**src/rtl/cpu_defs_pkg.sv**
```systemverilog
// Shared multicycle CPU definitions: states, opcodes, control encodings.
// Used by the control FSM and the branch-decision logic.
package cpu_defs;

  typedef enum logic [3:0] {
    S_FETCH     = 4'd0,
    S_DECODE    = 4'd1,
    S_EXEC      = 4'd2,
    S_ALU_WB    = 4'd3,
    S_MEM_ADDR  = 4'd4,
    S_MEM_READ  = 4'd5,
    S_MEM_WB    = 4'd6,
    S_MEM_WRITE = 4'd7,
    S_BRANCH    = 4'd8,
    S_JUMP      = 4'd9,
    S_HALT      = 4'd10
  } state_t;

  typedef enum logic [2:0] {
    C_RTYPE, C_IMM, C_BR, C_JMP,
    C_LD, C_ST, C_HALT, C_ILL
  } opclass_t;

  localparam logic [5:0] OP_RTYPE = 6'b000000;
  localparam logic [3:0] OP_IMM_HI = 4'b0001;
  localparam logic [3:0] OP_BR_HI = 4'b1000;
  localparam logic [5:0] OP_BEQ = 6'b100000;
  localparam logic [5:0] OP_BNE = 6'b100001;
  localparam logic [5:0] OP_BLT = 6'b100010;
  localparam logic [5:0] OP_BLE = 6'b100011;
  localparam logic [5:0] OP_J = 6'b100100;
  localparam logic [5:0] OP_LW = 6'b110000;
  localparam logic [5:0] OP_SW = 6'b110001;
  localparam logic [5:0] OP_HALT = 6'b111111;

  localparam logic [1:0] ALUOP_ADD = 2'b00;
  localparam logic [1:0] ALUOP_SUB = 2'b01;
  localparam logic [1:0] ALUOP_FUNCT = 2'b10;
  localparam logic [1:0] ALUOP_IMM = 2'b11;

  localparam logic [1:0] PCSRC_ALU = 2'b00;
  localparam logic [1:0] PCSRC_ALUOUT = 2'b01;
  localparam logic [1:0] PCSRC_JUMP = 2'b10;

  localparam logic [1:0] SRCB_REGB = 2'b00;
  localparam logic [1:0] SRCB_FOUR = 2'b01;
  localparam logic [1:0] SRCB_IMM = 2'b10;
  localparam logic [1:0] SRCB_IMMSH = 2'b11;

  typedef struct packed {
    logic       iord;
    logic       mem_read;
    logic       mem_write;
    logic       pc_write;
    logic       pc_write_cond;
    logic [1:0] pc_src;
    logic       alu_src_a;
    logic [1:0] alu_src_b;
    logic [1:0] alu_op;
    logic       reg_write;
    logic       mem_to_reg;
    logic       reg_dst;
    logic       branch_ctl;
    logic       halted;
  } ctl_t;

  function automatic ctl_t ctl_of(state_t s, opclass_t c);
    ctl_t k;
    k = '0;
    case (s)
      S_FETCH: begin
        k.mem_read = 1'b1;
        k.alu_src_b = SRCB_FOUR;
        k.alu_op = ALUOP_ADD;
        k.pc_src = PCSRC_ALU;
      end
      S_DECODE: begin
        k.alu_src_b = SRCB_IMMSH;
        k.alu_op = ALUOP_ADD;
      end
      S_EXEC: begin
        k.alu_src_a = 1'b1;
        if (c == C_RTYPE) begin
          k.alu_src_b = SRCB_REGB;
          k.alu_op = ALUOP_FUNCT;
        end else begin
          k.alu_src_b = SRCB_IMM;
          k.alu_op = ALUOP_IMM;
        end
      end
      S_ALU_WB: begin
        k.reg_write = 1'b1;
        k.reg_dst = (c == C_RTYPE);
      end
      S_MEM_ADDR: begin
        k.alu_src_a = 1'b1;
        k.alu_src_b = SRCB_IMM;
        k.alu_op = ALUOP_ADD;
      end
      S_MEM_READ: begin
        k.iord = 1'b1;
        k.mem_read = 1'b1;
      end
      S_MEM_WB: begin
        k.reg_write = 1'b1;
        k.mem_to_reg = 1'b1;
      end
      S_MEM_WRITE: begin
        k.iord = 1'b1;
        k.mem_write = 1'b1;
      end
      S_BRANCH: begin
        k.alu_src_a = 1'b1;
        k.alu_src_b = SRCB_REGB;
        k.alu_op = ALUOP_SUB;
        k.pc_src = PCSRC_ALUOUT;
        k.pc_write_cond = 1'b1;
        k.branch_ctl = 1'b1;
      end
      S_JUMP: begin
        k.pc_src = PCSRC_JUMP;
        k.pc_write = 1'b1;
      end
      S_HALT: k.halted = 1'b1;
      default: k = '0;
    endcase
    return k;
  endfunction

endpackage

```
**src/rtl/mcctl_opclass.sv**
```systemverilog
// Opcode classifier for the multicycle control FSM.
// Pure combinational: IR opcode field -> instruction class.
module mcctl_opclass
  import cpu_defs::*;
#(
  parameter int OPCODE_W = 6
) (
  input  logic [OPCODE_W-1:0] i_opcode,
  output opclass_t            o_cls
);

  logic [3:0] w_hi;
  assign w_hi = i_opcode[OPCODE_W-1 -: 4];

  // Map opcode onto its class; unknown codes are illegal.
  always_comb begin
    o_cls = C_ILL;
    unique case (1'b1)
      (i_opcode == OP_RTYPE): o_cls = C_RTYPE;
      (w_hi == OP_IMM_HI):    o_cls = C_IMM;
      (w_hi == OP_BR_HI):     o_cls = C_BR;
      (i_opcode == OP_J):     o_cls = C_JMP;
      (i_opcode == OP_LW):    o_cls = C_LD;
      (i_opcode == OP_SW):    o_cls = C_ST;
      (i_opcode == OP_HALT):  o_cls = C_HALT;
      default:                o_cls = C_ILL;
    endcase
  end

endmodule

```
**src/rtl/multicycle_control.sv**
```systemverilog
// Main control FSM of the multicycle CPU (registered Moore outputs).
// Option MCCTL_PERF_EN adds instr_count/cycle_count counters.
module multicycle_control
  import cpu_defs::*;
#(
  parameter int OPCODE_W = 6
`ifdef MCCTL_PERF_EN
  ,
  parameter int CNT_W = 32
`endif
) (
  input  logic                clk,
  input  logic                rst_n,
  input  logic [OPCODE_W-1:0] opcode,
  input  logic                mem_ready,
  output logic                ir_write,
  output logic                iord,
  output logic                mem_read,
  output logic                mem_write,
  output logic                pc_write,
  output logic                pc_write_cond,
  output logic [1:0]          pc_src,
  output logic                alu_src_a,
  output logic [1:0]          alu_src_b,
  output logic [1:0]          alu_op,
  output logic                reg_write,
  output logic                mem_to_reg,
  output logic                reg_dst,
  output logic                branch_ctl,
  output logic                halted,
  output logic                illegal_op
`ifdef MCCTL_PERF_EN
  ,
  output logic [CNT_W-1:0]    instr_count,
  output logic [CNT_W-1:0]    cycle_count
`endif
);

  state_t   r_state;
  ctl_t     r_ctl;
  opclass_t r_cls;
  logic     r_illegal;

  state_t   w_nxt;
  opclass_t w_cls;
  opclass_t w_cls_use;
  logic     w_fetch_done;

  mcctl_opclass #(
    .OPCODE_W(OPCODE_W)
  ) u_opclass (
    .i_opcode(opcode),
    .o_cls   (w_cls)
  );

  // A fetch only completes once the read request is actually out,
  // so the idle cycle after reset cannot consume a stray mem_ready.
  assign w_fetch_done = (r_state == S_FETCH) & r_ctl.mem_read
                        & mem_ready;

  // Opcode class: live in DECODE, latched copy afterwards.
  assign w_cls_use = (r_state == S_DECODE) ? w_cls : r_cls;

  // Next-state selection.
  always_comb begin
    w_nxt = r_state;
    case (r_state)
      S_FETCH:
        if (w_fetch_done) w_nxt = S_DECODE;
      S_DECODE: begin
        unique case (1'b1)
          (w_cls == C_RTYPE),
          (w_cls == C_IMM):  w_nxt = S_EXEC;
          (w_cls == C_BR):   w_nxt = S_BRANCH;
          (w_cls == C_JMP):  w_nxt = S_JUMP;
          (w_cls == C_LD),
          (w_cls == C_ST):   w_nxt = S_MEM_ADDR;
          default:           w_nxt = S_HALT;
        endcase
      end
      S_EXEC:      w_nxt = S_ALU_WB;
      S_ALU_WB:    w_nxt = S_FETCH;
      S_MEM_ADDR:
        w_nxt = (r_cls == C_LD) ? S_MEM_READ : S_MEM_WRITE;
      S_MEM_READ:
        if (mem_ready) w_nxt = S_MEM_WB;
      S_MEM_WB:    w_nxt = S_FETCH;
      S_MEM_WRITE:
        if (mem_ready) w_nxt = S_FETCH;
      S_BRANCH:    w_nxt = S_FETCH;
      S_JUMP:      w_nxt = S_FETCH;
      S_HALT:      w_nxt = S_HALT;
      default:     w_nxt = S_FETCH;
    endcase
  end

  // State, registered control outputs, latched class, sticky illegal.
  always_ff @(posedge clk or negedge rst_n) begin
    if (!rst_n) begin
      r_state   <= S_FETCH;
      r_ctl     <= '0;
      r_cls     <= C_ILL;
      r_illegal <= 1'b0;
    end else begin
      r_state <= w_nxt;
      r_ctl   <= ctl_of(w_nxt, w_cls_use);
      if (r_state == S_DECODE) begin
        r_cls <= w_cls;
        if (w_cls == C_ILL) r_illegal <= 1'b1;
      end
    end
  end

  assign ir_write      = w_fetch_done;
  assign pc_write      = r_ctl.pc_write | w_fetch_done;
  assign iord          = r_ctl.iord;
  assign mem_read      = r_ctl.mem_read;
  assign mem_write     = r_ctl.mem_write;
  assign pc_write_cond = r_ctl.pc_write_cond;
  assign pc_src        = r_ctl.pc_src;
  assign alu_src_a     = r_ctl.alu_src_a;
  assign alu_src_b     = r_ctl.alu_src_b;
  assign alu_op        = r_ctl.alu_op;
  assign reg_write     = r_ctl.reg_write;
  assign mem_to_reg    = r_ctl.mem_to_reg;
  assign reg_dst       = r_ctl.reg_dst;
  assign branch_ctl    = r_ctl.branch_ctl;
  assign halted        = r_ctl.halted;
  assign illegal_op    = r_illegal;

`ifdef MCCTL_PERF_EN
  logic [CNT_W-1:0] r_instr_cnt;
  logic [CNT_W-1:0] r_cycle_cnt;

  // Retire on every return to FETCH; count all non-HALT cycles.
  always_ff @(posedge clk or negedge rst_n) begin
    if (!rst_n) begin
      r_instr_cnt <= '0;
      r_cycle_cnt <= '0;
    end else begin
      if (r_state != S_FETCH && w_nxt == S_FETCH)
        r_instr_cnt <= r_instr_cnt + 1'b1;
      if (r_state != S_HALT)
        r_cycle_cnt <= r_cycle_cnt + 1'b1;
    end
  end

  assign instr_count = r_instr_cnt;
  assign cycle_count = r_cycle_cnt;
`endif

endmodule

```
**config.mk**
```make
export PLATFORM = sky130hd
export DESIGN_NAME = multicycle_control
export DESIGN_NICKNAME = d
export VERILOG_FILES = /design/src/rtl/cpu_defs_pkg.sv /design/src/rtl/mcctl_opclass.sv /design/src/rtl/multicycle_control.sv
export SDC_FILE = /design/constraint.sdc
export NUM_CORES = 1
export LEC_CHECK = 0
export ABC_AREA = 1
export BUFFER_PORTS_ARGS = -buffer_cell sky130_fd_sc_hd__buf_4
export CORE_ASPECT_RATIO = 0.8
export CORE_MARGIN = 2
export CORE_UTILIZATION = 47
export DETAILED_ROUTE_END_ITERATION = 8
export PLACE_DENSITY = 0.72
export SLEW_MARGIN = 10
export SYNTH_ARGS = -nofsm -noshare
export SYNTH_HDL_FRONTEND = slang
export SYNTH_SLANG_ARGS = --single-unit
export TNS_END_PERCENT = 1
```
**constraint.sdc**
```tcl
create_clock -name clk -period 1.3 [get_ports clk]
set_input_delay 0.13 -clock clk [delete_from_list [all_inputs] [get_ports clk]]
set_output_delay 0.13 -clock clk [all_outputs]
set_load 0.02 [all_outputs]
```
==> results by group <==
Logic synthesis
  • Synth Net Count: 167
  • Synthesis-stage register bit count: 23
  • Most used DFF post-synth: dfrtp_1
  • Ranking of synthesized cells by area: dfrtp_1 40%, nand2_1 12%, inv_1 7.2%
  • Mapped Area: 1260 sq um
  • Synth top area share: about two fifths
  • Cells after Synth: approximately 160
  • Post-synth EDFFs: 0
  • YS warnings: 0
  • Synthesized area per cell: 7.95 sq um
  • Sequential area share after synthesis: a little under half
  • Count of different cell masters after synthesis: 23
  • Yosys top cell by area: dfrtp_1
  • Asr flop ratio synth: 100%

Die
  • Starting Density: approximately 50%
  • Rows: 16
  • # IOs: 28
  • Chip width: 61.8 um
  • Area of the core: 2500 sq um
  • Die ar.: 3100 sq um
  • Die height: ~50 um

Worst setup path
  • Most used cell, CP: nor2_4
  • Critical-path top delay cell: dfrtp_2
  • Crit path max fanout: 3
  • CP arrival: roughly 1.9 ns
  • CP max stage delay: 0.46 ns
  • Worst EP required: 1.53 ns
  • Setup crit start kind: flip-flop
  • Critical Path Sink Type: flip-flop
  • Worst Path Buf+Inv: 2
  • Critical path class: flip-flop to flip-flop
  • Reg-to-reg critical path endpoint: alu_src_a
  • R2r startpoint: r_state[3]
  • CP cell instances: buf_6 -> nor2_4 -> nand4_1 -> nand2_2 -> nor2_4 -> nand2_4 -> nor2_4 -> nand2_2 -> inv_2 -> nor2_2 -> nand2_1
  • Depth of the most critical reg-to-reg path: 11
  • CP top delay family: simple AND/OR/NAND/NOR gates
  • Worst reg-to-reg setup slack: -0.38 ns

Power
  • PD cells: a little over 2000 nW/um^2
  • Worst vdd ir: between 1 and 1.5 mV
  • Leak pwr: 0.00109 uW

STA
  • Setup Viol. Count Final: 19
  • Final period util: 129%
  • RSZ-0062 raised after global routing: yes
  • Max-slew violations: 0
  • Worst slew pin tran: between 0.2 and 0.3 ns
  • Worst setup margin: -0.383 ns
  • Fin. Hold Viols: 0
  • Fmax: a little under 600 MHz
  • Relative slew margins: 80.9%
  • Clock Skews: 0.0135 ns
  • Fin crit period: 1.68 ns

CTS
  • CTS tree: built
  • CTS buffer count: 3
  • Max H-tree Level: 1
  • Clk slew on worst S/H paths: between 0.1 and 0.15 ns
  • CTS Buffer Depth: 2
  • Clock Sinks: 23
  • Insertion delay to the later sink of the worst-skew pair: approximately 0.33 ns
  • Root Driver: clkbuf_4

Layout
  • Largest register FFs: 4
  • Largest Register: r_state
  • ANT cells: 0
  • Synth-to-Final Area Change: 51.4%
  • Finished Core Util: 76.0%
  • Biggest regs: r_state x4, r_cls x3
  • Commonest cells after routing, fill and taps aside: 58 x buf_4, 34 x nand2_1, 23 x inv_1
  • Share of cells above drive strength 1: a little over half
  • Fill count: 168
  • Fin nets: 230
  • Commonest non-fill, non-tap cell in the layout: buf_4

Place
  • Final Wtd Congestion: 0.897
  • Dpl ws: -0.201 ns
  • Placed wire-length estimate: 2230 um
  • Port-buffer cells: 27

Route
  • Post-Route WL: 3490 um
  • WL/cell: roughly 14 um
  • DRC viols: 0
  • Vias per Instance: 4.80
  • ANT nets after route: 0
  • Initial DRC Count: 66
  • Vias: 1,228
  • Router iterations before antenna repair: 4

Run
  • Max-Cap Viols: 0

Min path
  • HP Class: input port to asynchronous set/reset pin

GRT
  • Initial antenna violation count: 0
  • Gr usage total: 24.4%
  • Pin count of the biggest net entering global routing: 24
  • GRT busiest layer: met2
  • GR Util met1: between 30% and 40%
  • Global-route wire length before repair: around 5400 um
  • Number of global-route vias before repair: 1,169
  • Met3 GRT Util: 5.15%
  • Grt ovf: 0
  • GR Util met2: 36.8%

Status
  • Status: finished with violations
  • Failing checks: setup timing
## layer usage
| metal | part of all wire (%) | routed length (um) |
|---|---|---|
| met2 | 47 | 1650 |
| met3 | 6.2 | 217 |
| met1 | 43 | 1490 |
| met5 | 0 | 0 |
| met4 | 4.0 | 140 |
## logic make-up after synthesis
family                 count (synthesis)  synth area share (%)
AND/OR/NAND/NOR                       92                  37.8
buffers and inverters                 37                  13.1
flip-flops                            23                  46.1
AO/OA/AOI/OAI                          6                  2.89
## cell usage after synthesis, types with 3 or more instances
library cell and n:
nand2_2 3, inv_1 24, inv_2 6, dfstp_2 3, nor2_4 3, dfrtp_1 20
nor2_2 5, nand3_1 4, nor2_1 23, nand3_2 4, buf_4 7, nand2_1 40
nor3_1 3
## how the worst max path moves through the flow
stage,from,endpoint,slack (ns),cells after the start
floorplan,r_state[2],alu_src_a,-0.03,10
global placement,r_state[3],alu_op[0],-0.17,8
detailed placement,r_state[3],alu_op[0],-0.20,8
CTS,r_state[2],alu_src_a,-0.20,12
global route,r_state[3],alu_src_a,-0.45,11
finish,r_state[3],alu_src_a,-0.38,11
## through the flow
step                      area, sq um  hold WS (ns)  cells  setup TNS (ns)  total power, uW
after floorplan                  1290        -0.166    158          -0.103             2360
after global placement           1650        0.0336    236          -0.867             2940
after detailed placement         1650        0.0329    236           -1.17             3000
after CTS                        1860         0.240    254           -1.64             3670
after global routing             1900         0.240    256           -4.95             4030
final                            1900         0.220    256           -3.96             3830
## where the power goes
part | internal [uW] | switching (uW) | leakage, uW
registers | 987 | 153 | 0.000288
clock network | 115 | 226 | 0.0000177
logic | 1030 | 1310 | 0.000783
## final cells by class
type	instances	area (sq um)	share of cell area [%]
clock buffer	3	22.5	1.18
clock inverter	1	5.00	0.263
inverter	30	123	6.45
multi-input combinational	98	611	32.1
sequential	23	583	30.7
tap	36	45.0	2.37
timing repair buffer	65	513	27.0
## what timing repair did
item / CTS / global route
endpoints found under the hold margin: 23 / 0
resized for setup: 20 / 9
buffers inserted: 13 / 2
hold buffers: 1 / 0
pin swaps: 7 / 6
setup endpoints to repair: 13 / 19
Power figures use the tool's default switching activity.
